--- config.mk ---
export PLATFORM = sky130hd
export DESIGN_NAME = hazard_ctrl
export DESIGN_NICKNAME = d
export VERILOG_FILES = /design/src/rtl/hazard_ctrl_pkg.sv /design/src/rtl/hazard_sb_entry.sv /design/src/rtl/hazard_ctrl.sv
export SDC_FILE = /design/constraint.sdc
export NUM_CORES = 1
export LEC_CHECK = 0
export ABC_CLOCK_PERIOD_IN_PS = 2400
export CAP_MARGIN = 20
export CELL_PAD_IN_SITES_DETAIL_PLACEMENT = 1
export CELL_PAD_IN_SITES_GLOBAL_PLACEMENT = 1
export CORE_UTILIZATION = 43
export CTS_CLUSTER_SIZE = 14
export DETAILED_ROUTE_END_ITERATION = 12
export DONT_BUFFER_PORTS = 1
export GPL_ROUTABILITY_DRIVEN = 0
export GPL_TIMING_DRIVEN = 1
export PLACE_DENSITY = 0.78
export REMOVE_ABC_BUFFERS = 1
export SETUP_SLACK_MARGIN = 0.3
export SLEW_MARGIN = 5
export SYNTH_ARGS = -nofsm -noshare
export SYNTH_HDL_FRONTEND = slang
export SYNTH_HIERARCHICAL = 1
export SYNTH_SLANG_ARGS = --single-unit
--- constraint.sdc ---
create_clock -name clock -period 2.4 [get_ports clock]
set_clock_uncertainty 0.15 [all_clocks]
set_input_delay 0.36 -clock clock [delete_from_list [all_inputs] [get_ports clock]]
set_output_delay 0.36 -clock clock [all_outputs]
set_load 0.02 [all_outputs]
--- src/rtl/hazard_ctrl_pkg.sv ---
// Shared definitions for the hazard controller: forwarding select codes,
// control FSM state encoding and the scoreboard entry layout.
package hazard_ctrl_pkg;

   // Operand source selects presented to the execute-stage bypass muxes.
   localparam logic [1:0] FWD_RF  = 2'b00;
   localparam logic [1:0] FWD_EX  = 2'b01;
   localparam logic [1:0] FWD_MEM = 2'b10;
   localparam logic [1:0] FWD_WB  = 2'b11;

   // Control FSM state encoding.
   typedef logic [1:0] ctrl_state_t;
   localparam ctrl_state_t ST_RUN   = 2'd0;
   localparam ctrl_state_t ST_STALL = 2'd1;
   localparam ctrl_state_t ST_FLUSH = 2'd2;

   // One in-flight instruction as seen by the hazard logic.
   typedef struct packed {
      logic       valid;
      logic [4:0] rd;
      logic       wen;
      logic       is_load;
   } sb_entry_t;

   // True when an in-flight producer feeds a source the decode stage reads.
   // x0 is hardwired to zero, so a write to it never creates a dependency.
   function automatic logic src_hit(input logic       valid,
                                    input logic       wen,
                                    input logic [4:0] rd,
                                    input logic [4:0] src,
                                    input logic       used);
      return used && valid && wen && (rd != 5'd0) && (rd == src);
   endfunction

endpackage

--- src/rtl/hazard_sb_entry.sv ---
// One scoreboard slot. Reset and bubble both leave an empty slot; otherwise
// the slot captures its upstream neighbour whenever load is asserted.
module hazard_sb_entry
   import hazard_ctrl_pkg::*;
(
   input  logic      clock,
   input  logic      reset,
   input  logic      load,
   input  logic      bubble,
   input  sb_entry_t d,
   output sb_entry_t q
);

   // Slot register: reset beats bubble, bubble beats load.
   always_ff @(posedge clock) begin
      if (reset || bubble) begin
         q <= '0;
      end else if (load) begin
         q <= d;
      end
   end

endmodule

--- src/rtl/hazard_ctrl.sv ---
// Pipeline hazard controller: tracks the instructions in EX, MEM and WB,
// raises STALL on unresolved read-after-write dependencies, raises DUMP for
// FLUSH_CYCLES cycles after a redirect, and counts stall cycles.
// Build option: define HAZARD_CTRL_FWD_EN to enable operand forwarding; in the
// default build the forward selects stay at regfile and every dependency
// stalls until its producer retires.
module hazard_ctrl
   import hazard_ctrl_pkg::*;
#(
   parameter int FLUSH_CYCLES = 2,
   parameter int CNT_BITS     = 16
) (
   input  logic                clock,
   input  logic                reset,
   input  logic                dec_valid,
   input  logic [4:0]          dec_rs1,
   input  logic [4:0]          dec_rs2,
   input  logic                dec_use_rs1,
   input  logic                dec_use_rs2,
   input  logic [4:0]          dec_rd,
   input  logic                dec_wEn,
   input  logic                dec_is_load,
   input  logic                ex_redirect,
   output logic                STALL,
   output logic                DUMP,
   output logic [1:0]          fwd_a_sel,
   output logic [1:0]          fwd_b_sel,
   output logic [CNT_BITS-1:0] stall_cycles,
   output ctrl_state_t         fsm_state
);

   localparam logic [2:0]          FLUSH_LOAD = 3'(FLUSH_CYCLES - 1);
   localparam logic [CNT_BITS-1:0] CNT_ONE    = {{(CNT_BITS-1){1'b0}}, 1'b1};

   sb_entry_t           dec_e;
   sb_entry_t           ex_e;
   sb_entry_t           mem_e;
   sb_entry_t           wb_e;
   logic                ex_bubble;
   logic                use_a;
   logic                use_b;
   logic                a_ex;
   logic                a_mem;
   logic                a_wb;
   logic                b_ex;
   logic                b_mem;
   logic                b_wb;
   logic                stall_cond;
   logic [2:0]          flush_cnt;
   logic [2:0]          flush_cnt_nxt;
   ctrl_state_t         state;
   ctrl_state_t         state_nxt;
   logic [CNT_BITS-1:0] stall_cnt;
   logic                unused_bits;

   // The WB slot only ever matters as a producer; its load flag is not needed.
   assign unused_bits = wb_e.is_load;

   assign dec_e = '{valid: dec_valid, rd: dec_rd, wen: dec_wEn, is_load: dec_is_load};

   // A held (stalled) or squashed decode instruction must not enter EX.
   assign ex_bubble = ~(dec_valid & ~STALL & ~DUMP);

   hazard_sb_entry u_ex (
      .clock  (clock),
      .reset  (reset),
      .load   (1'b1),
      .bubble (ex_bubble),
      .d      (dec_e),
      .q      (ex_e)
   );

   hazard_sb_entry u_mem (
      .clock  (clock),
      .reset  (reset),
      .load   (1'b1),
      .bubble (1'b0),
      .d      (ex_e),
      .q      (mem_e)
   );

   hazard_sb_entry u_wb (
      .clock  (clock),
      .reset  (reset),
      .load   (1'b1),
      .bubble (1'b0),
      .d      (mem_e),
      .q      (wb_e)
   );

   assign use_a = dec_valid & dec_use_rs1;
   assign use_b = dec_valid & dec_use_rs2;

   assign a_ex  = src_hit(ex_e.valid,  ex_e.wen,  ex_e.rd,  dec_rs1, use_a);
   assign a_mem = src_hit(mem_e.valid, mem_e.wen, mem_e.rd, dec_rs1, use_a);
   assign a_wb  = src_hit(wb_e.valid,  wb_e.wen,  wb_e.rd,  dec_rs1, use_a);
   assign b_ex  = src_hit(ex_e.valid,  ex_e.wen,  ex_e.rd,  dec_rs2, use_b);
   assign b_mem = src_hit(mem_e.valid, mem_e.wen, mem_e.rd, dec_rs2, use_b);
   assign b_wb  = src_hit(wb_e.valid,  wb_e.wen,  wb_e.rd,  dec_rs2, use_b);

`ifdef HAZARD_CTRL_FWD_EN
   // Only a load still in EX has no data to bypass yet; every other producer
   // forwards, the youngest one winning when a register is written twice.
   always_comb begin
      stall_cond = (a_ex | b_ex) & ex_e.is_load;

      if (a_ex) begin
         fwd_a_sel = FWD_EX;
      end else if (a_mem) begin
         fwd_a_sel = FWD_MEM;
      end else if (a_wb) begin
         fwd_a_sel = FWD_WB;
      end else begin
         fwd_a_sel = FWD_RF;
      end

      if (b_ex) begin
         fwd_b_sel = FWD_EX;
      end else if (b_mem) begin
         fwd_b_sel = FWD_MEM;
      end else if (b_wb) begin
         fwd_b_sel = FWD_WB;
      end else begin
         fwd_b_sel = FWD_RF;
      end
   end
`else
   // No bypass network: wait for any in-flight producer to retire.
   always_comb begin
      stall_cond = a_ex | a_mem | a_wb | b_ex | b_mem | b_wb;
      fwd_a_sel  = FWD_RF;
      fwd_b_sel  = FWD_RF;
   end
`endif

   // A redirect squashes the younger stages, so it overrides any stall.
   assign DUMP  = ex_redirect | (flush_cnt != 3'd0);
   assign STALL = stall_cond & ~DUMP;

   // Flush counter: reloaded on every redirect, otherwise counts down to 0.
   always_comb begin
      flush_cnt_nxt = flush_cnt;
      if (ex_redirect) begin
         flush_cnt_nxt = FLUSH_LOAD;
      end else if (flush_cnt != 3'd0) begin
         flush_cnt_nxt = flush_cnt - 3'd1;
      end
   end

   // Control FSM next state.
   always_comb begin
      state_nxt = state;
      case (state)
         ST_RUN: begin
            if (ex_redirect) begin
               state_nxt = ST_FLUSH;
            end else if (stall_cond) begin
               state_nxt = ST_STALL;
            end
         end
         ST_STALL: begin
            if (ex_redirect) begin
               state_nxt = ST_FLUSH;
            end else if (!stall_cond) begin
               state_nxt = ST_RUN;
            end
         end
         ST_FLUSH: begin
            if (!ex_redirect && (flush_cnt_nxt == 3'd0)) begin
               state_nxt = ST_RUN;
            end
         end
         default: state_nxt = ST_RUN;
      endcase
   end

   // Registered control state and the saturating stall counter.
   always_ff @(posedge clock) begin
      if (reset) begin
         state     <= ST_RUN;
         flush_cnt <= 3'd0;
         stall_cnt <= '0;
      end else begin
         state     <= state_nxt;
         flush_cnt <= flush_cnt_nxt;
         if (STALL && (stall_cnt != {CNT_BITS{1'b1}})) begin
            stall_cnt <= stall_cnt + CNT_ONE;
         end
      end
   end

   assign stall_cycles = stall_cnt;
   assign fsm_state    = state;

endmodule

# Yosys cells after proc, flatten, opt, wreduce, memory -nomap -nowiden
# Cells that the tools add are included.
# op_classes
addsub	2
n_eq_ne	12
mux	8
bitwise_logic	14
reduce_logical	35
# op_table
op	n
== test 5 bit	6
logical AND 1 bit	26
adder 16 x 1 -> 16 bit, second input constant	1
!= test 16 bit, second input constant	1
nonzero test 5 bit	3
2-to-1 mux 2 bit	5
2-to-1 mux 3 bit	2
!= test 3 bit, second input constant	2
OR 1 bit	6
one-hot mux 2 bit (3 select lines)	1
bitwise AND 1 bit	5
zero test 3 bit	1
NOT 1 bit	3
AND reduction 3 bit	1
nonzero test 3 bit	1
subtractor 3 x 1 -> 3 bit, second input constant	1
== test 2 x 1 -> 1 bit, second input constant	1
== test 2 bit, second input constant	1
zero test 2 bit	1
!= test 2 bit, second input constant	1
zero test 1 bit	1
logical OR 1 bit	1
# totals
register_bits	42
input_bits	23

# Logic depth before layout (Yosys ltp)
# Gate-level depths: netlist (run 1).
# logic_depth
ltp_word	16
mapped_depth	10
mapped_depth_nobuf	9

# By module
# Netlist (run 1), hierarchy kept.
# modules_own_cells
mod	n_inst	cells_per_inst	area_each_um2	seq_area_each_um2
hazard_ctrl	1	188	1525.2	420.4
hazard_sb_entry	3	27	295.3	160.2

# Worst setup path before layout (run 1)
# OpenSTA, ideal clock, no wires.
# synth_timing
path_type	register -> register
startpoint	register u_ex/q[2] in the netlist's numbering
endpoint	register u_ex/q[6] in the netlist's numbering
t_arrival_ns	2.461
slack_ns	-0.274
stages_incl_launch_ff	10
period_less_slack_ns	2.674
cell_sequence	dfxtp_1 or3_1 o311a_1 a222oi_1 buf_2 buf_6 nand3_1 or2_1 buf_6 nor2_1
# synth_between
elab_chain_cells	14
# synth_lines
element	line	rtl
start: declaration	hazard_sb_entry.sv:11	output sb_entry_t q
start signal: assignment	hazard_sb_entry.sv:17	q <= '0;
start signal: assignment	hazard_sb_entry.sv:19	q <= d;
nonzero test 5 bit	hazard_ctrl_pkg.sv:32	return used && valid && wen && (rd != 5'd0) && (rd == src);
logical AND 1 bit (2 in a row)	hazard_ctrl_pkg.sv:32	
OR 1 bit (2 in a row)	hazard_ctrl.sv:130	stall_cond = a_ex | a_mem | a_wb | b_ex | b_mem | b_wb;
OR 1 bit * (3 in a row)	hazard_ctrl.sv:130	
bitwise AND 1 bit *	hazard_ctrl.sv:138	assign STALL = stall_cond & ~DUMP;
NOT 1 bit *	hazard_ctrl.sv:62	assign ex_bubble = ~(dec_valid & ~STALL & ~DUMP);
bitwise AND 1 bit * (2 in a row)	hazard_ctrl.sv:62	
NOT 1 bit *	hazard_ctrl.sv:62	
named net ex_bubble	hazard_ctrl.sv:39	logic ex_bubble;
logical OR 1 bit *	hazard_sb_entry.sv:16	if (reset || bubble) begin
# Mark *: on every way through the listed nets, which the timed path passes. The rest lies on a longest branch.
# A chain may end at the register's enable or synchronous reset.

# Worst setup path in the final report (run 1)
# layout_timing
startpoint	register u_wb/q[3] in the netlist's numbering
endpoint	register stall_cnt[2], in the netlist stall_cycles[2]
# layout_between
elab_chain_cells	9
# layout_lines
element	line	rtl
start: declaration	hazard_sb_entry.sv:11	
start signal: assignment	hazard_sb_entry.sv:17	
start signal: assignment	hazard_sb_entry.sv:19	
nonzero test 5 bit	hazard_ctrl_pkg.sv:32	
logical AND 1 bit (2 in a row)	hazard_ctrl_pkg.sv:32	
OR 1 bit (3 in a row)	hazard_ctrl.sv:130	
OR 1 bit *	hazard_ctrl.sv:130	
bitwise AND 1 bit *	hazard_ctrl.sv:138	
logical AND 1 bit *	hazard_ctrl.sv:186	if (STALL && (stall_cnt != {CNT_BITS{1'b1}})) begin
end signal: assignment	hazard_ctrl.sv:187	stall_cnt <= stall_cnt + CNT_ONE;
end: declaration	hazard_ctrl.sv:53	logic [CNT_BITS-1:0] stall_cnt;
# Mark *: on every way between the ends. The rest lies on a longest branch, timed or not.

==> results of run 1 <==
-- cell usage in the layout (no fill, tap or decap), types with 5 or more instances in the layout --
cell and instances:
sky130_fd_sc_hd__a21oi_1 12, sky130_fd_sc_hd__buf_4 23, sky130_fd_sc_hd__buf_6 11, sky130_fd_sc_hd__clkbuf_8 6, sky130_fd_sc_hd__conb_1 9, sky130_fd_sc_hd__dfxtp_1 29
sky130_fd_sc_hd__dfxtp_2 13, sky130_fd_sc_hd__mux2i_1 22, sky130_fd_sc_hd__nand2_1 12, sky130_fd_sc_hd__nand3_1 11, sky130_fd_sc_hd__nand4_1 10, sky130_fd_sc_hd__nor2_1 23
sky130_fd_sc_hd__nor2_2 5, sky130_fd_sc_hd__o31ai_1 6, sky130_fd_sc_hd__or3_1 5, sky130_fd_sc_hd__or4_1 5, sky130_fd_sc_hd__or4_4 6, sky130_fd_sc_hd__xnor2_1 25
-- final timing paths --
path             start         endpoint  slack (ns)
min            dec_wEn        u_ex/q[1]        0.07
min reg2reg  u_ex/q[1]       u_mem/q[1]        0.42
max reg2reg  u_wb/q[3]  stall_cycles[2]       -0.15
max          u_wb/q[3]  stall_cycles[2]       -0.15
-- routing by layer --
metal  routed length (microns)  GRT usage [%]  vias to the layer above
met4                       126           9.26                        0
li1                          -              -                     1020
met1                      2910           29.8                     1048
met5                         0              0                        -
met2                      4090           50.2                       59
met3                       404           6.08                       13
-- power by group --
group	leakage, nW	internal, mW	switching, mW	total (mW)
Sequential	0.346	0.705	0.0106	0.716
Clock	0.0482	0.232	0.254	0.486
Combinational	0.731	0.0657	0.0923	0.158
Total	1.13	1.00	0.357	1.36
-- registers in the layout, summed over array words and instances (netlist names) --
signal and count:
flush_cnt 3, stall_cycles 16, u_wb/q 7, u_mem/q 7
u_ex/q 7, fsm_state 2
-- per-stage QoR --
stage               hold WS (ns)  util [%]  cells  power, mW  TNS [ns]
finish                    0.0701      58.6    371       1.36     -2.44
detailed placement         0.285      48.3    345      0.864   -0.0580
global route              0.0661      58.6    371       1.42     -4.28
CTS                       0.0603      56.9    370       1.36    -0.395
global placement           0.282      48.3    345      0.858   -0.0174
floorplan                  0.279         -    251      0.838    -27.78
-- layout make-up --
| cell class | count | area [sq um] | share of cell area, % |
|---|---|---|---|
| Clock inverter | 1 | 5.00 | 0.166 |
| Tap cell | 70 | 87.6 | 2.91 |
| Timing Repair Buffer | 42 | 439 | 14.6 |
| Inverter | 5 | 18.8 | 0.623 |
| Sequential cell | 42 | 857 | 28.5 |
| Clock buffer | 7 | 86.3 | 2.87 |
| Multi-Input combinational cell | 204 | 1520 | 50.4 |
-- worst max-delay path, cell delays in order (launching register included) --
cell	delay [ns]
sky130_fd_sc_hd__dfxtp_2	0.33
sky130_fd_sc_hd__or3_4	0.38
sky130_fd_sc_hd__o311a_1	0.35
sky130_fd_sc_hd__a222oi_1	0.31
sky130_fd_sc_hd__buf_4	0.18
sky130_fd_sc_hd__buf_6	0.11
sky130_fd_sc_hd__buf_8	0.12
sky130_fd_sc_hd__buf_6	0.13
sky130_fd_sc_hd__buf_16	0.12
sky130_fd_sc_hd__buf_6	0.09
sky130_fd_sc_hd__o31ai_2	0.05
sky130_fd_sc_hd__a21oi_1	0.13
-- timing repair --
item | in CTS | in global routing
endpoints found under the hold margin | 20 | 0
pin swaps | 45 | 11
cloned | 4 | 0
hold buffers | 2 | 0
gates resized for setup | 45 | 20
setup buffers | 11 | 1
endpoints found under the setup margin | 25 | 25
==> run metrics, run 1 <==
post-route fraction of the period consumed by the critical path 106%; final wirelength between 7000 and 8000 microns; critical setup path kind flip-flop to flip-flop; Place WS -0.0580 ns; Power Dens Cells around 450 nW/um^2; worst-skew pair later-pin latency 0.30 ns; routed vias approximately 2100; wire length of the first global-routing pass ~11000 microns; number of warnings printed during yosys synthesis 6; clock transition time at the flip-flop clock pins of the worst setup and hold paths roughly 0.08 ns; full die area 5670 sq um; Worst Path Required 2.47 ns; placed cell areas between 2000 and 2500 sq um; detailed-placement wirelength estimate between 4000 and 5000 microns; antenna diode instance count 0; result of the run complete, but fails checks; f_max around 400 MHz; post-detailed-route wirelength per cell ~20 microns; final design instance area without fill between 3000 and 4000 sq um; r2r worst-path depth 11; clock net sink count 42; headroom to the max-slew limit between 30% and 40%; clk root buf sky130_fd_sc_hd__clkbuf_8; endpoint class of the critical path flip-flop; final max-slew violation count 0; die span in y between 70 and 80 microns; Mapped Avg Cell Area 8.88 sq um; H-tree level count 2; via/cell ratio about 5.8; GR Util All Layers between 20 and 30%; vias in the first global route between 2000 and 2500; arrival time of data at the critical path endpoint approximately 2.6 ns; io pins 47; total of max-cap violations 0; maximum fanout along the worst path 5; number of placement rows 26; total CTS buffers 5; time the final worst path needs with I/O delays and setup approximately 2.5 ns; die width between 70 and 80 microns; worst ir drop on vdd 248 uV; hold crit path type input port to flip-flop; initial antenna violation count 0; post-synthesis to final-layout area growth 30.3%; number of instances in the synthesized netlist 260; violated checks negative setup slack; number of buffers inserted by port buffering 0; Post-layout nets approximately 330; total standard cell area after synthesis about 2300 sq um; total overflow reported by the global router 0; buffer levels on the longest clock path 2; final worst slack -0.148 ns; final routed DRC violation total 0; maximum number of pins on one net before global-route repair 21; post-route antenna net violation count 0; Lkg Pwr about 1.1 nW; Hold Path Cell Cnt 2; number of DRC markers in iteration 0 67; Critical Path Source Type flip-flop; RSZ-0062 raised after global routing yes; fraction of layout instances using a drive strength above 1 30.9%; core region area about 5100 sq um; number of fillers in the final layout roughly 620; Hold Fails Final Rpt 0; first-pass iteration count of the detailed router 4; number of endpoints failing setup at the final stage 25; actual transition at the worst max-transition pin around 0.9 ns; CTS tree done; initial standard-cell utilization of the core between 40 and 50%
Power figures use the tool's default switching activity.
==> run 2, diff against run 1 <==
--- a/config.mk
+++ b/config.mk
@@ -5,12 +5,12 @@
 export SDC_FILE = /design/constraint.sdc
 export NUM_CORES = 1
 export LEC_CHECK = 0
-export ABC_CLOCK_PERIOD_IN_PS = 2400
 export CAP_MARGIN = 20
 export CELL_PAD_IN_SITES_DETAIL_PLACEMENT = 1
 export CELL_PAD_IN_SITES_GLOBAL_PLACEMENT = 1
+export CORE_ASPECT_RATIO = 1.75
 export CORE_UTILIZATION = 43
-export CTS_CLUSTER_SIZE = 14
+export CTS_CLUSTER_SIZE = 25
 export DETAILED_ROUTE_END_ITERATION = 12
 export DONT_BUFFER_PORTS = 1
 export GPL_ROUTABILITY_DRIVEN = 0
==> run metrics, run 2 (synthesis results as in run 1) <==
Power Dens Cells about 490 nW/um^2; number of placement rows 35; Worst Path Required approximately 1.9 ns; number of buffers inserted by port buffering 0; fraction of layout instances using a drive strength above 1 roughly 28%; final worst slack -0.149 ns; total overflow reported by the global router 0; placed instance count around 330; headroom to the max-slew limit 40.9%; first-pass iteration count of the detailed router 8; H-tree level count 2; Lkg Pwr 1.09 nW; most common cell after layout, fill and taps aside sky130_fd_sc_hd__dfxtp_1; violated checks design-rule violations, negative setup slack; r2r worst-path depth 10; power consumption 1.44 mW; initial antenna violation count 0; arrival time of data at the critical path endpoint ~2 ns; worst reg2reg setup slack -0.13 ns; total of max-cap violations 0; critical setup path kind flip-flop to primary output; time the final worst path needs with I/O delays and setup 2.55 ns; final wirelength roughly 7000 microns; hold crit path type input port to flip-flop; Post-layout nets 322; CTS tree done; clk root buf sky130_fd_sc_hd__clkbuf_8; endpoint of the worst-slack reg-to-reg timing path stall_cycles[15]; io pins 47; number of flip-flops in the largest register 16; Critical Path Source Type flip-flop; total CTS buffers 5; post-route antenna net violation count 0; antenna diode instance count 0; GR Util All Layers between 20% and 30%; worst ir drop on vdd 388 uV; worst hold-check slack ~0.063 ns; min-delay src ex_redirect; initial standard-cell utilization of the core around 44%; die span in y ~99 microns; Hold Path Cell Cnt 2; worst-skew pair later-pin latency about 0.3 ns; final routed DRC violation total 3; post-route fraction of the period consumed by the critical path 106%; Hold Fails Final Rpt 0; clock net sink count 42; number of DRC markers in iteration 0 70; RSZ-0062 raised after global routing yes; final-layout setup total negative slack -1.20 ns; via/cell ratio slightly below 6; vias in the first global route around 2200; post-route non-filler standard cell count about 350; maximum fanout along the worst path 2; Worst Hold Endpoint flush_cnt[0]; number of endpoints failing setup at the final stage 19; final max-slew violation count 0; core region area 5210 sq um; full die area ~5700 sq um; clock transition time at the flip-flop clock pins of the worst setup and hold paths 0.08 ns; launch instance of the worst register-to-register path u_ex/q[2]; maximum number of pins on one net before global-route repair 21; f_max between 300 and 400 MHz; post-synthesis to final-layout area growth 28.1%; detailed-placement wirelength estimate about 4700 microns; result of the run complete, but fails checks; post-detailed-route wirelength per cell ~20 microns; endpoint class of the critical path primary output; routed vias roughly 2100; die width 57.4 microns; buffer levels on the longest clock path 2; actual transition at the worst max-transition pin between 0.8 and 0.9 ns; wire length of the first global-routing pass between 10000 and 15000 microns; most frequent cells in the layout sky130_fd_sc_hd__dfxtp_1 (35), sky130_fd_sc_hd__buf_4 (26), sky130_fd_sc_hd__xnor2_1 (25)
-- run 2: changes by cell type in the layout (fill, tap and decap cells not counted), moves of 2 or more --
cell,change
sky130_fd_sc_hd__or4_1,+2
sky130_fd_sc_hd__o31ai_1,-2
sky130_fd_sc_hd__o31ai_2,-2
sky130_fd_sc_hd__buf_4,+3
sky130_fd_sc_hd__buf_6,-6
sky130_fd_sc_hd__dfxtp_2,-6
sky130_fd_sc_hd__dfxtp_1,+6
sky130_fd_sc_hd__or4_4,-2
sky130_fd_sc_hd__or3_1,+2
sky130_fd_sc_hd__buf_8,+3
sky130_fd_sc_hd__o31ai_4,+4
sky130_fd_sc_hd__buf_16,-3
sky130_fd_sc_hd__or3_4,-2
-- run 2: per-layer routing --
layer | wire (microns) | up-vias | GRT usage [%]
met5 | 0 | - | 0
met2 | 4160 | 45 | 47.8
li1 | - | 1005 | -
met1 | 2360 | 1034 | 21.5
met3 | 262 | 12 | 4.86
met4 | 196 | 0 | 11.4
-- run 2: worst max path at each step --
stage                                  end       from  cells after the start
after CTS                            STALL  u_ex/q[2]                      5
after global routing      stall_cycles[15]  u_ex/q[2]                     10
after detailed placement   stall_cycles[8]  u_ex/q[2]                      8
final                                STALL  u_ex/q[2]                      5
after floorplan                      STALL  u_ex/q[2]                      4
after global placement    stall_cycles[10]  u_ex/q[5]                      7
-- run 2: through the flow --
stage                     cell area, sq um  utilization [%]  worst slack (ns)
after global placement                2470             47.5           -0.0306
after CTS                             2660             51.0           -0.0909
after global routing                  2960             56.8            -0.222
final                                 2960             56.8            -0.149
after floorplan                       2220                -             -1.35
after detailed placement              2470             47.5           -0.0653
-- run 2: layout make-up --
class,instances,area (sq um)
Fill cell,600,2250
Multi-Input combinational cell,204,1560
Sequential cell,42,850
Timing Repair Buffer,38,357
Clock buffer,7,76.3
Tap cell,55,68.8
Clock inverter,1,30.0
Inverter,5,18.8
-- run 2: power breakdown --
part | switching [mW] | internal [mW] | total, mW | leakage (nW)
Clock | 0.240 | 0.311 | 0.552 | 0.0524
Sequential | 0.0101 | 0.705 | 0.715 | 0.343
Combinational | 0.0971 | 0.0726 | 0.170 | 0.692
-- run 2: worst max-delay path, cell delays in order, from the launching register on --
cell and delay [ns]:
sky130_fd_sc_hd__dfxtp_2 0.32, sky130_fd_sc_hd__or3_1 0.37, sky130_fd_sc_hd__o311a_1 0.32, sky130_fd_sc_hd__a222oi_1 0.45
sky130_fd_sc_hd__buf_4 0.22, sky130_fd_sc_hd__nor2_2 0.07
-- run 2: repair_timing --
action                                  CTS  global route
hold buffers                              2             0
endpoints found under the setup margin   24            26
gates cloned                              1             1
buffers inserted                          2             7
hold endpoints to repair                 20             0
resized for setup                        10            52
pin swaps                                10            33
==> patch 1: new RTL, settings of run 1 <==
Change the parameter `CNT_BITS` from 16 to 12.
--- a/src/rtl/hazard_ctrl.sv
+++ b/src/rtl/hazard_ctrl.sv
@@ -9,5 +9,5 @@
 #(
    parameter int FLUSH_CYCLES = 2,
-   parameter int CNT_BITS     = 16
+   parameter int CNT_BITS     = 12
 ) (
    input  logic                clock,
Interface: changed (resized stall_cycles); port bits go from 47 to 43. The function was not compared with the original's and may differ.
==> patch 1 against run 1 <==
- setup slack better by 130 ps
- routed wire length down 19%
- the flow still finishes with violations (negative setup slack)
- combinational power down 7%
- synthesized area down 3.9%
- design area down 9.8%
- highest routed layer unchanged
- sequential cell count down 4
- total power down 0.70%
- synthesized cell count down 8.5%
==> patch 1: results <==
{
  "r2r-end": "stall_cycles[10]$_SDFFE_PP0P_",
  "grt_pass1_vias": 1856,
  "nets": 294,
  "hp-start": "dec_rd[0]",
  "grt.met2_usage_pct": 36.8,
  "status": "finished, violations left",
  "grt.total_usage_pct": 22.6,
  "dpl_worst_slack_ps": -49.0,
  "dr_wl_met2_um": 3050,
  "grt_first_pass_wirelength_um": 9110,
  "largest_reg_flops": 12,
  "p_leak_nw": 1.05,
  "r2r-start": "u_mem/q[6]$_SDFFE_PP0P_",
  "gr-usage-met1_pct": 28.6,
  "setup_viol": 2,
  "grtUsageMet3_pct": 6.31,
  "dp_hpwl_um": 4210,
  "clk-power_mw": 0.554,
  "p_comb_share_pct": 10.9,
  "p_sw_mw": 0.336,
  "holdWs_ps": 57.3,
  "critPathMaxFanout": 12,
  "wl_met1_um": 2790,
  "portBuffers": 0,
  "layout_setup_ws_ps": -16.8,
  "clk_latency_ps": 300,
  "reg2regPathDepth": 8,
  "violations": "negative setup slack",
  "cpPeakStageDelay_ps": 540,
  "ir_drop_uv": 283,
  "critical_path_arrival_ps": 2490,
  "via_per_inst": 5.53,
  "tns_ps": -32.1,
  "dr_wl_met3_um": 185,
  "initialDrtViolationCount": 73,
  "drc": 0,
  "critPathSlowestCell": "or4_1",
  "grt_max_degree": 22,
  "drt_wl_total_um": 6110,
  "postPlaceCellArea_sq_um": 2370
}
patch 1: cell types whose count changed in the layout (fill, tap and decap cells not counted), sizes merged, moves of 4 or more:
cell	before	now
nor4	1	5
buf	40	27
dfxtp	42	38
nor2b	1	6
nor2	28	36
or4	11	5
or3	7	1
mux2	0	7
a21oi	16	4
o21ai	5	1
nand2	12	6
o31ai	11	3
patch 1: through the flow:
stage	total power, mW	cells
detailed placement	0.798	319
global placement	0.790	319
global route	1.41	336
finish	1.35	336
floorplan	0.776	232
CTS	1.36	333
patch 1: what timing repair did:
| action | in CTS | in global routing |
|---|---|---|
| endpoints found under the hold margin | 8 | 0 |
| pin swaps | 6 | 8 |
| resized for setup | 20 | 18 |
| hold buffers | 2 | 0 |
| setup buffers | 4 | 3 |
| setup endpoints to repair | 20 | 20 |
patch 1: worst max-delay path by stage:
| stage | end | start | slack (ps) |
|---|---|---|---|
| 2_1_floorplan | stall_cycles[11]$_SDFFE_PP0P_ | u_ex/q[3]$_SDFFE_PP0P_ | 230 |
| 4_1_cts | STALL | u_ex/q[3]$_SDFFE_PP0P_ | -10 |
| 6_report | stall_cycles[10]$_SDFFE_PP0P_ | u_mem/q[6]$_SDFFE_PP0P_ | -20 |
| 3_5_place_dp | stall_cycles[7]$_SDFFE_PP0P_ | u_ex/q[5]$_SDFFE_PP0P_ | -50 |
| 5_1_grt | stall_cycles[10]$_SDFFE_PP0P_ | u_mem/q[6]$_SDFFE_PP0P_ | -110 |
| 3_3_place_gp | stall_cycles[7]$_SDFFE_PP0P_ | u_ex/q[4]$_SDFFE_PP0P_ | 20 |
patch 1: cell type report:
type                    instances  area, sq um
well taps                      67         83.8
clock inverters                 3         45.0
fillers                       557         2130
flip-flops and latches         38          778
inverters                       8         30.0
multi-input cells             186         1480
repair buffers                 29          226
clock buffers                   5         68.8
==> patch 2: new RTL, settings of run 1 <==
Made on the original files. Make the reset (`reset`) asynchronous in one clocked block.
--- a/src/rtl/hazard_ctrl.sv
+++ b/src/rtl/hazard_ctrl.sv
@@ -176,5 +176,5 @@
 
    // Registered control state and the saturating stall counter.
-   always_ff @(posedge clock) begin
+   always_ff @(posedge clock or posedge reset) begin
       if (reset) begin
          state     <= ST_RUN;
Function: differs if reset is asserted again (counterexample within 4 cycles, from zero or initial values and one cycle with reset high); with reset held inactive, the same outputs for 10 cycles.
==> patch 2 against run 1 <==
- the flow still finishes with violations (negative setup slack)
- critical path depth fell by 6
- utilization fell by 5.7 points
- sequential cell count did not move
- synthesized area fell by 1.2%
- setup slack improved by 100 ps
- total power rose by 19%
- routed wire length fell by 26%
- design area fell by 10%
- via count fell by 19%
- non-clock buffer count fell by 17
==> patch 2: results <==
{
  "critPathMaxFanout": 3,
  "postSynthCellCount": 233,
  "reg2reg_slack_ps": -20,
  "dp_hpwl_um": 4070,
  "clkbuf_count": 8,
  "crit_family": "compound AO/OA/AOI/OAI gates",
  "ir_drop_uv": 345,
  "clock-root-buffer": "clkbuf_8",
  "layout_setup_ws_ps": -44.4,
  "antenna_found_initial": 0,
  "via_per_inst": 5.24,
  "violations": "negative setup slack",
  "maxSlewHeadroom_pct": 46.5,
  "p_leak_nw": 1.19,
  "n_all_buffers": 25,
  "critical_path_arrival_ps": 1930,
  "multi_input_area_share_pct": 48.6,
  "setup_viol": 2,
  "initialDrtViolationCount": 95,
  "portBuffers": 0,
  "multi_input_cells": 181,
  "grt_pass1_vias": 1850,
  "inv_count": 5,
  "swShare_pct": 25.9,
  "grt_first_pass_wirelength_um": 8710,
  "ff_latch_area_sq_um": 952,
  "critPathSlowestCell": "or3_1",
  "grt_max_degree": 22,
  "dp_cells": 318,
  "pwr-share-seq_pct": 47.3,
  "drt_wl_total_um": 5560,
  "hp-class": "input port to flop",
  "p_seq_mw": 0.765,
  "clk_latency_ps": 300,
  "layout-drive-gt1-share_pct": 20.7,
  "clk_share_pct": 4.91,
  "nets": 286,
  "p_comb_share_pct": 15.3,
  "holdWs_ps": 56.9,
  "fillers": 578,
  "buf_share_pct": 7.28,
  "grt.total_usage_pct": 21.2,
  "status": "finished, violations left",
  "vias": 1736
}
==> patch 2: worst register-to-register path, stage by stage (launching register included) <==
cell and delay (ps):
dfxtp_1 310, or3_1 380, o311a_1 300, a222oi_1 380, buf_4 220, buf_4 120
buf_6 120, nor3_2 50, mux2_4 290
==> patch 2: final timing paths <==
check	end	cells past startpoint	startpoint
setup / recovery	STALL	5	u_wb/q[2]$_SDFFE_PP0P_
max in group asynchronous	flush_cnt[1]$_DFF_PP0_	2	reset
hold reg to reg	u_mem/q[1]$_SDFFE_PP0P_	2	u_ex/q[1]$_SDFFE_PP0P_
min in group asynchronous	stall_cycles[7]$_DFFE_PP0P_	2	reset
setup reg to reg	stall_cycles[14]$_DFFE_PP0P_	8	u_wb/q[2]$_SDFFE_PP0P_
hold / removal	flush_cnt[0]$_DFF_PP0_	1	ex_redirect
==> patch 2: layer usage <==
layer	part of all wire [%]	vias up	global-route usage [%]	wire, um
met5	0	-	0	0
met2	53	41	40.7	2930
met1	42	851	23.1	2340
met3	4.1	7	4.69	228
met4	1.1	0	6.29	62
li1	-	837	-	-
==> patch 2: stage by stage <==
stage | area (sq um) | setup WS, ps | TNS, ps
2_1_floorplan | 2200 | -740 | -14640
3_3_place_gp | 2440 | 67.5 | 0
3_5_place_dp | 2440 | -1.76 | -3.48
4_1_cts | 2660 | -85.8 | -138
5_1_grt | 2700 | -143 | -1220
6_report | 2700 | -44.4 | -69.2
==> patch 2: repair_timing <==
item / CTS / global route
pin swaps: 6 / 5
gates resized for setup: 13 / 10
hold endpoints to repair: 24 / 0
hold buffers: 2 / 0
setup endpoints to repair: 25 / 26
gates cloned: 0 / 0
setup buffers: 3 / 0
